--- config.mk ---
export PLATFORM = sky130hd
export DESIGN_NAME = adder_share_ctrl
export DESIGN_NICKNAME = d
export VERILOG_FILES = /design/src/rtl/adder_share_pkg.sv /design/src/rtl/adder_share_ctrl_rr_arbiter.sv /design/src/rtl/adder_share_ctrl.sv
export SDC_FILE = /design/constraint.sdc
export NUM_CORES = 1
export LEC_CHECK = 0
export ABC_AREA = 1
export BUFFER_PORTS_ARGS = -buffer_cell sky130_fd_sc_hd__buf_4
export CORE_AREA = 2 2 119 121
export DETAILED_ROUTE_END_ITERATION = 12
export DIE_AREA = 0 0 121 123
export HOLD_SLACK_MARGIN = 0.06
export PLACE_DENSITY_LB_ADDON = 0.25
export SYNTH_ARGS = -nofsm -noshare
export SYNTH_HDL_FRONTEND = slang
export SYNTH_SLANG_ARGS = --single-unit
--- constraint.sdc ---
create_clock -name clk -period 13.5 [get_ports clk]
set_input_delay 0.675 -clock clk [delete_from_list [all_inputs] [get_ports clk]]
set_output_delay 0.675 -clock clk [all_outputs]
set_load 0.005 [all_outputs]
--- src/rtl/adder_share_pkg.sv ---
// Shared constants, types and helpers for the shared add/subtract controller.
package adder_share_pkg;

    localparam int unsigned NUM_REQ_DEF = 4;
    localparam int unsigned WIDTH_DEF   = 32;
    localparam int unsigned ID_W_DEF    = $clog2(NUM_REQ_DEF);

    typedef logic [ID_W_DEF-1:0] req_id_t;

    typedef struct packed {
        logic carry;
        logic overflow;
        logic zero;
    } flags_t;

    // Round-robin successor of ptr among n requesters.
    function automatic int unsigned next_ptr(input int unsigned ptr, input int unsigned n);
        return (ptr + 32'd1 >= n) ? 32'd0 : ptr + 32'd1;
    endfunction

endpackage

--- src/rtl/adder_share_ctrl_rr_arbiter.sv ---
// Combinational round-robin arbiter: first request after i_ptr wins, with wrap.
module rr_arbiter
    import adder_share_pkg::*;
#(
    parameter  int unsigned NUM_REQ = NUM_REQ_DEF,
    localparam int unsigned ID_W    = $clog2(NUM_REQ)
) (
    input  logic [NUM_REQ-1:0] i_req,
    input  logic [ID_W-1:0]    i_ptr,
    output logic [NUM_REQ-1:0] o_grant,
    output logic [ID_W-1:0]    o_grant_idx,
    output logic               o_any
);

    logic [ID_W-1:0] w_cand;

    always_comb begin
        o_grant     = '0;
        o_grant_idx = '0;
        o_any       = 1'b0;
        w_cand      = i_ptr;
        for (int unsigned k = 0; k < NUM_REQ; k++) begin
            w_cand = ID_W'(next_ptr(32'(w_cand), NUM_REQ));
            if (!o_any && i_req[w_cand]) begin
                o_any       = 1'b1;
                o_grant_idx = w_cand;
            end
        end
        if (o_any) begin
            o_grant[o_grant_idx] = 1'b1;
        end
    end

endmodule

--- src/rtl/adder_share_ctrl.sv ---
// One 32-bit add/subtract datapath shared by NUM_REQ requesters through a
// round-robin arbiter and a single-entry registered response stage.
module adder_share_ctrl
    import adder_share_pkg::*;
#(
    parameter  int unsigned NUM_REQ = NUM_REQ_DEF,
    parameter  int unsigned WIDTH   = WIDTH_DEF,
    localparam int unsigned ID_W    = $clog2(NUM_REQ)
) (
    input  logic                     clk,
    input  logic                     rst_n,
    input  logic [NUM_REQ-1:0]       req_valid,
    output logic [NUM_REQ-1:0]       req_ready,
    input  logic [NUM_REQ*WIDTH-1:0] req_a,
    input  logic [NUM_REQ*WIDTH-1:0] req_b,
    input  logic [NUM_REQ-1:0]       req_sub,
    output logic                     rsp_valid,
    input  logic                     rsp_ready,
    output logic [ID_W-1:0]          rsp_id,
    output logic [WIDTH-1:0]         rsp_sum,
    output logic                     rsp_carry,
    output logic                     rsp_overflow,
    output logic                     rsp_zero
);

    localparam int unsigned SUM_W = WIDTH + 1;

    logic               w_can_accept;
    logic [NUM_REQ-1:0] w_arb_req;
    logic [NUM_REQ-1:0] w_grant;
    logic [ID_W-1:0]    w_gidx;
    logic               w_xfer;
    logic [WIDTH-1:0]   w_a;
    logic [WIDTH-1:0]   w_b;
    logic [WIDTH-1:0]   w_b_eff;
    logic [WIDTH-1:0]   w_sum;
    logic               w_sub;
    logic               w_carry;
    flags_t             w_flags;

    logic               r_rsp_valid;
    logic [ID_W-1:0]    r_rsp_id;
    logic [WIDTH-1:0]   r_rsp_sum;
    flags_t             r_flags;
    logic [ID_W-1:0]    r_ptr;

    // Grants only while the response slot is free or draining, and never in reset.
    assign w_can_accept = ~r_rsp_valid | rsp_ready;
    assign w_arb_req    = req_valid & {NUM_REQ{w_can_accept & rst_n}};

    rr_arbiter #(.NUM_REQ(NUM_REQ)) u_arb (
        .i_req       (w_arb_req),
        .i_ptr       (r_ptr),
        .o_grant     (w_grant),
        .o_grant_idx (w_gidx),
        .o_any       (w_xfer)
    );

    assign req_ready = w_grant;

    // Subtract is A + ~B + 1; carry out of the MSB doubles as "no borrow".
    always_comb begin
        w_a     = req_a[32'(w_gidx) * WIDTH +: WIDTH];
        w_b     = req_b[32'(w_gidx) * WIDTH +: WIDTH];
        w_sub   = req_sub[w_gidx];
        w_b_eff = w_sub ? ~w_b : w_b;
        {w_carry, w_sum} = SUM_W'(w_a) + SUM_W'(w_b_eff) + SUM_W'(w_sub);
        w_flags.carry    = w_carry;
        w_flags.overflow = (w_a[WIDTH-1] == w_b_eff[WIDTH-1]) && (w_sum[WIDTH-1] != w_a[WIDTH-1]);
        w_flags.zero     = (w_sum == '0);
    end

    always_ff @(posedge clk or negedge rst_n) begin
        if (!rst_n) begin
            r_rsp_valid <= 1'b0;
            r_rsp_id    <= '0;
            r_rsp_sum   <= '0;
            r_flags     <= '0;
            r_ptr       <= ID_W'(NUM_REQ - 1);
        end else if (w_xfer) begin
            r_rsp_valid <= 1'b1;
            r_rsp_id    <= w_gidx;
            r_rsp_sum   <= w_sum;
            r_flags     <= w_flags;
            r_ptr       <= w_gidx;
        end else if (rsp_ready) begin
            r_rsp_valid <= 1'b0;
        end
    end

    assign rsp_valid    = r_rsp_valid;
    assign rsp_id       = r_rsp_id;
    assign rsp_sum      = r_rsp_sum;
    assign rsp_carry    = r_flags.carry;
    assign rsp_overflow = r_flags.overflow;
    assign rsp_zero     = r_flags.zero;

endmodule

# Word level (Yosys, flattened, before mapping)
# Cells that the tools add are included.
[word_totals]
reg_bits = 40
input_bits = 267
out_inout_bits = 42
word_cells = 70
[classes]
n_addsub = 6
n_lt_le_gt_ge = 10
eq_ne = 2
n_shift = 2
muxes = 28
bitwise = 5
reduce_logical = 10
[op_table]
columns = ["cell", "n"]
rows = [
  ["$shiftx A128 B8 Y32", 2],
  ["$add A32 B32 Y33", 1],
  ["$add A33 B1 Y33", 1],
  ["$logic_not A32 Y1", 1],
  ["$mux W32", 1],
  ["$not A32 Y32", 1],
  ["$mux W2", 8],
  ["$lt A2 B3 Y1 const B", 5],
  ["$add A2 B1 Y3 const B", 4],
  ["$ge A3 B3 Y1 const B", 4],
  ["$mux W1", 12],
  ["$bmux W1 S2", 5],
  ["$logic_and A1 B1 Y1", 5],
  ["$and A4 B4 Y4", 1],
  ["$mux W4", 1],
  ["$logic_not A1 Y1", 3],
  ["$demux W1 S2", 1],
  ["$ge A2 B1 Y1 const B", 1],
  ["$reduce_bool A2 Y1", 1],
  ["$and A1 B1 Y1", 1],
  ["$eq A1 B1 Y1", 1],
  ["$ne A1 B1 Y1", 1],
  ["$not A1 Y1", 1],
  ["$or A1 B1 Y1", 1],
]

# Depth between registers and ports, before layout
[depth]
ltp_word = 23
mapped_depth = 42
ltp_nobuf = 41

# Modules after synthesis
# From an unflattened synthesis, not the netlist that was laid out.
[unflattened]
hier_cells = 1080
area_unflattened_um2 = 6212.2
[modules_own_cells]
columns = ["module", "n_inst", "cells_each", "area_per_inst_um2", "seq_area_each_um2"]
rows = [
  ["adder_share_ctrl", 1, 1013, 5864.4, 1003.5],
  ["rr_arbiter", 1, 67, 347.8, 0.0],
]

# Worst setup path before layout
# OpenSTA, ideal clock, no wires.
[synth_path]
path_type = "register to register"
from = "reg r_ptr[0]"
to = "reg r_flags, in the netlist rsp_zero"
setup_time_ps = 66
arrival_ps = 4765
required_time_ps = 13434
setup_slack_ps = 8669
path_stages_with_launch = 36
n_path_buf = 3
period_less_slack_ps = 4831
path_cell_list = "dfstp_2 -> ha_1 -> inv_1 -> nand2_1 -> nand2_2 -> nand3_1 -> nand2_1 -> nand3_2 -> nand3_1 -> nand2_2 -> buf_6 -> nor2_1 -> inv_1 -> clkbuf_1 -> buf_1 -> o21ai_0 -> inv_1 -> ha_1 -> nand2_1 -> o21ai_0 -> a21oi_1 -> nand3_1 -> nand3_1 -> nand2_1 -> nand4_1 -> nand2_1 -> nand3_1 -> nand3_1 -> nand2_1 -> nor3_1 -> nand3_1 -> nor2_1 -> nand3_1 -> nor2_1 -> nand3_1 -> nand2_1"
[synth_between]
elab_chain_cells = 22
word_cells_on_any_way = 43
cone_classes = "add/sub (6); order compare (4); shift (2); mux (23); bitwise (1); reduce/logical (7)"
[synth_lines]
columns = ["element", "line_no", "rtl"]
rows = [
  ["from (decl)", "adder_share_ctrl.sv:45", "logic [ID_W-1:0] r_ptr;"],
  ["from (signal assigned)", "adder_share_ctrl.sv:79", "r_ptr <= ID_W'(NUM_REQ - 1);"],
  ["from (signal assigned)", "adder_share_ctrl.sv:85", "r_ptr <= w_gidx;"],
  ["$add A2 B1 Y3 (*)", "adder_share_pkg.sv:18", "return (ptr + 32'd1 >= n) ? 32'd0 : ptr + 32'd1;"],
  ["$ge A3 B3 Y1", "adder_share_pkg.sv:18", ""],
  ["$mux W2 (*)", "adder_share_pkg.sv:18", ""],
  ["$add A2 B1 Y3", "adder_share_pkg.sv:18", ""],
  ["$ge A3 B3 Y1", "adder_share_pkg.sv:18", ""],
  ["$mux W2", "adder_share_pkg.sv:18", ""],
  ["$add A2 B1 Y3 / $bmux W1 S2 (equally long branches)", "adder_share_pkg.sv:18, adder_share_ctrl_rr_arbiter.sv:24", ""],
  ["$ge A3 B3 Y1 / $mux W1 (equally long branches)", "adder_share_pkg.sv:18, adder_share_ctrl_rr_arbiter.sv:24", ""],
  ["(+6 left out)", "n/a", ""],
  ["$logic_and A1 B1 Y1", "adder_share_ctrl_rr_arbiter.sv:24", "if (!o_any && i_req[w_cand]) begin"],
  ["$mux W2", "adder_share_ctrl_rr_arbiter.sv:24", ""],
  ["$shiftx A128 B8 Y32 / $bmux W1 S2 (equally long branches)", "adder_share_ctrl.sv:64, adder_share_ctrl.sv:65", ""],
  ["$not A32 Y32 / $mux W1 (equally long branches)", "adder_share_ctrl.sv:66, adder_share_ctrl.sv:65", ""],
  ["$mux W32", "adder_share_ctrl.sv:66", "w_b_eff = w_sub ? ~w_b : w_b;"],
  ["$add A32 B32 Y33", "adder_share_ctrl.sv:67", "{w_carry, w_sum} = SUM_W'(w_a) + SUM_W'(w_b_eff) + SUM_W'(w_sub);"],
  ["$add A33 B1 Y33", "adder_share_ctrl.sv:67", ""],
  ["$logic_not A32 Y1", "adder_share_ctrl.sv:70", "w_flags.zero = (w_sum == '0);"],
  ["to (signal assigned)", "adder_share_ctrl.sv:84", "r_flags <= w_flags;"],
  ["to (decl)", "adder_share_ctrl.sv:44", "flags_t r_flags;"],
]
# Mark *: on every way between the ends. The rest lies on a longest branch, timed or not. The select of a mux whose other input is x is not followed.
# A chain may end at the register's enable or synchronous reset.

# Worst setup path after layout
# Same ends and word-level chain as after synthesis.

==> flow_summary.yaml <==
global_routing:
  grt_pass1_wl_microns: 35510
  use_met2_pct: 48.46
  antenna_found_initial: 0
  grt_pass1_vias: 6873
  busiest_layer: "met2"
  grt_start_max_net_pins: 50
  grt_usage_pct: 30.09
  grt_util_met1_pct: 42.05
  gr-total-overflow: 0
  grtUsageMet3_pct: 3.828
critical_path:
  cp_slowest_stage_delay_ns: 0.71
  worstPathMaxFanout: 35
  cpMaxStageDelayCell: "nor2_4"
  cp_num_buf_inv: 3
  cp-end-kind: "register"
  cp_top_family: "simple AND/OR/NAND/NOR gates"
  cp-startpoint: "r_ptr[0]"
  required_ns: 13.71
  setup.worst_path.class: "register to register"
  start_kind: "register"
  cp_common_cell: "nand2_1"
  timing.rr.start: "r_ptr[0]"
  arrival_ns: 6.76
cts:
  hold_buffers: 0
  cts_sinks: 40
  path_clk_slew_ns: 0.06
  tritoncts.num_buffers: 5
  postCtsSetupBuffers: 0
  cts_tree: "yes"
  root_buffer: "clkbuf_16"
  htreeDepth: 2
  cts-resized-gates: 0
  clock_latency_ns: 0.28
  cts_buffer_depth: 2
detailed_routing:
  via_count: 7429
  vias_per_cell: 5.487
  wire_per_inst_microns: 17.26
  drt_wl_total_microns: 23380
  firstDrtPassIters: 7
  drtIter0Drc: 734
  drtAntennaViolNets: 0
  drcViolationCount: 0
synth:
  yosysTopAreaCell: "dfrtp_1"
  ys_seq_area_share_pct: 17.99
  syn_inst: 890
  netlist_area_sq_um: 5578
  synthTopCellsByArea: "dfrtp_1, nand2_1, ha_1"
  ys_warn_count: 0
  netlist.area_leader.share_pct: 17.05
  avgSynthCellArea_sq_um: 6.267
  synthArstFlopShare_pct: 100.0
  synth_cell_types: 40
  synth_seq_cells: 40
  synth-edff-count: 0
  yosys_most_used_dff: "dfrtp_1"
  synth_nets: 1190
die:
  initial_utilization_pct: 40.98
  die_w_microns: 121
  design.core.area_sq_um: 13610
  die_area_sq_um: 14880
  io_pins: 309
  die_h_microns: 123
  fp-row-count: 43
cells_and_area:
  fin_nets: 1473
  layout_commonest_cell: "buf_4"
  area_growth_pct: 46.21
  diodes: 0
  mostFrequentLayoutCells: "buf_4, nand2_1, nor2_1"
  drive_gt1_share_pct: 30.32
  fin_cells: 1354
timing:
  period_needed_ns: 6.550
  max_slew.worst_pin.slew_ns: 0.9897
  hold_violations: 0
  tns_ns: 0
  timing.fmax_mhz: 152.7
  finalSetupViolations: 0
  rsz0062_at_grt: "false"
  fin_worst_skew_ns: 0.006387
  timing.final.crit_share_pct: 48.52
  relSlewSlack_pct: 33.95
  final_max_slew_viol_count: 0
  whs_ns: 0.3815
placed_design:
  port_buffers: 308
  dpl.cell_count: 1346
  place.gp.congestion: 1.043
  dpl.hpwl_microns: 19660
min_path:
  hp-class: "primary input to async pin"
flow_run:
  max_cap_violations: 0
run_status:
  outcome: "finished clean"
==> metal layers <==
metal,up-vias,share of wire (%)
met5,-,0
met4,0,2.8
met3,56,7.6
met2,375,46
met1,3370,44
li1,3628,-
==> worst paths after layout <==
check / depth (start not counted) / slack, ns / end
min reg2reg: 2 / 0.48 / r_ptr[1]
min: 1 / 0.38 / rsp_sum[24]
max in group asynchronous: 1 / 12.73 / r_ptr[0]
max reg2reg: 36 / 6.95 / rsp_zero
max: 36 / 6.95 / rsp_zero
min in group clk: 2 / 0.48 / r_ptr[1]
==> final cells by class <==
class	instances	area (sq um)
timing repair buffer	313	2350
clock buffer	6	128.9
multi-input combinational	735	4120
fill	1425	5456
sequential	40	1003
clock inverter	2	35.03
tap	180	225.2
inverter	78	292.8
==> worst reg2reg max path, delay by kind of cell (launching register included) <==
kind,cells,cell delay (ns)
AO/OA/AOI/OAI,3,0.62
XOR/XNOR,1,0.37
buffers and inverters,3,0.97
adder cells (fa/ha/maj),2,0.60
flip-flops,1,0.39
AND/OR/NAND/NOR,27,3.58
==> registers in the layout (all words and copies together) (netlist names) <==
register / cells
rsp_sum: 32
rsp_carry: 1
r_ptr: 2
rsp_zero: 1
rsp_valid: 1
rsp_overflow: 1
rsp_id: 2
==> cells in the mapped netlist, types with 4 or more instances <==
master	instances
o21ai_0	45
o21a_1	5
nand3_1	77
a22oi_1	18
nor2_4	4
nand2_2	16
a221oi_1	16
nor3_1	7
nand4_1	12
a31oi_1	14
xor2_1	39
nand2_1	217
o22ai_1	47
a21oi_1	39
nor2_1	96
clkbuf_1	27
inv_1	75
buf_1	5
xnor2_1	11
a21o_1	4
ha_1	32
a22o_1	14
dfrtp_1	38
==> kinds of logic after synthesis <==
kind of cell / synth area share [%]
xor gates and xnor gates: 7.851
adders and majority gates: 7.537
buffers and inverters: 8.188
and+or+nand+nor: 34.68
DFF: 17.99
AOI/OAI and AO/OA: 23.76
==> metrics by stage <==
| step | cell area, sq um | util, % | setup slack, ns |
|---|---|---|---|
| 6_report | 8155 | 59.91 | 6.950 |
| 5_1_grt | 8155 | 59.91 | 6.188 |
| 4_1_cts | 8155 | 59.91 | 7.027 |
| 3_5_place_dp | 7991 | 58.71 | 6.747 |
| 3_3_place_gp | 7991 | 58.71 | 6.819 |
| 2_1_floorplan | 5578 | - | 8.669 |
Power is not shown: default switching activity piles up to over one toggle a cycle in this logic, so the estimate is an artifact.
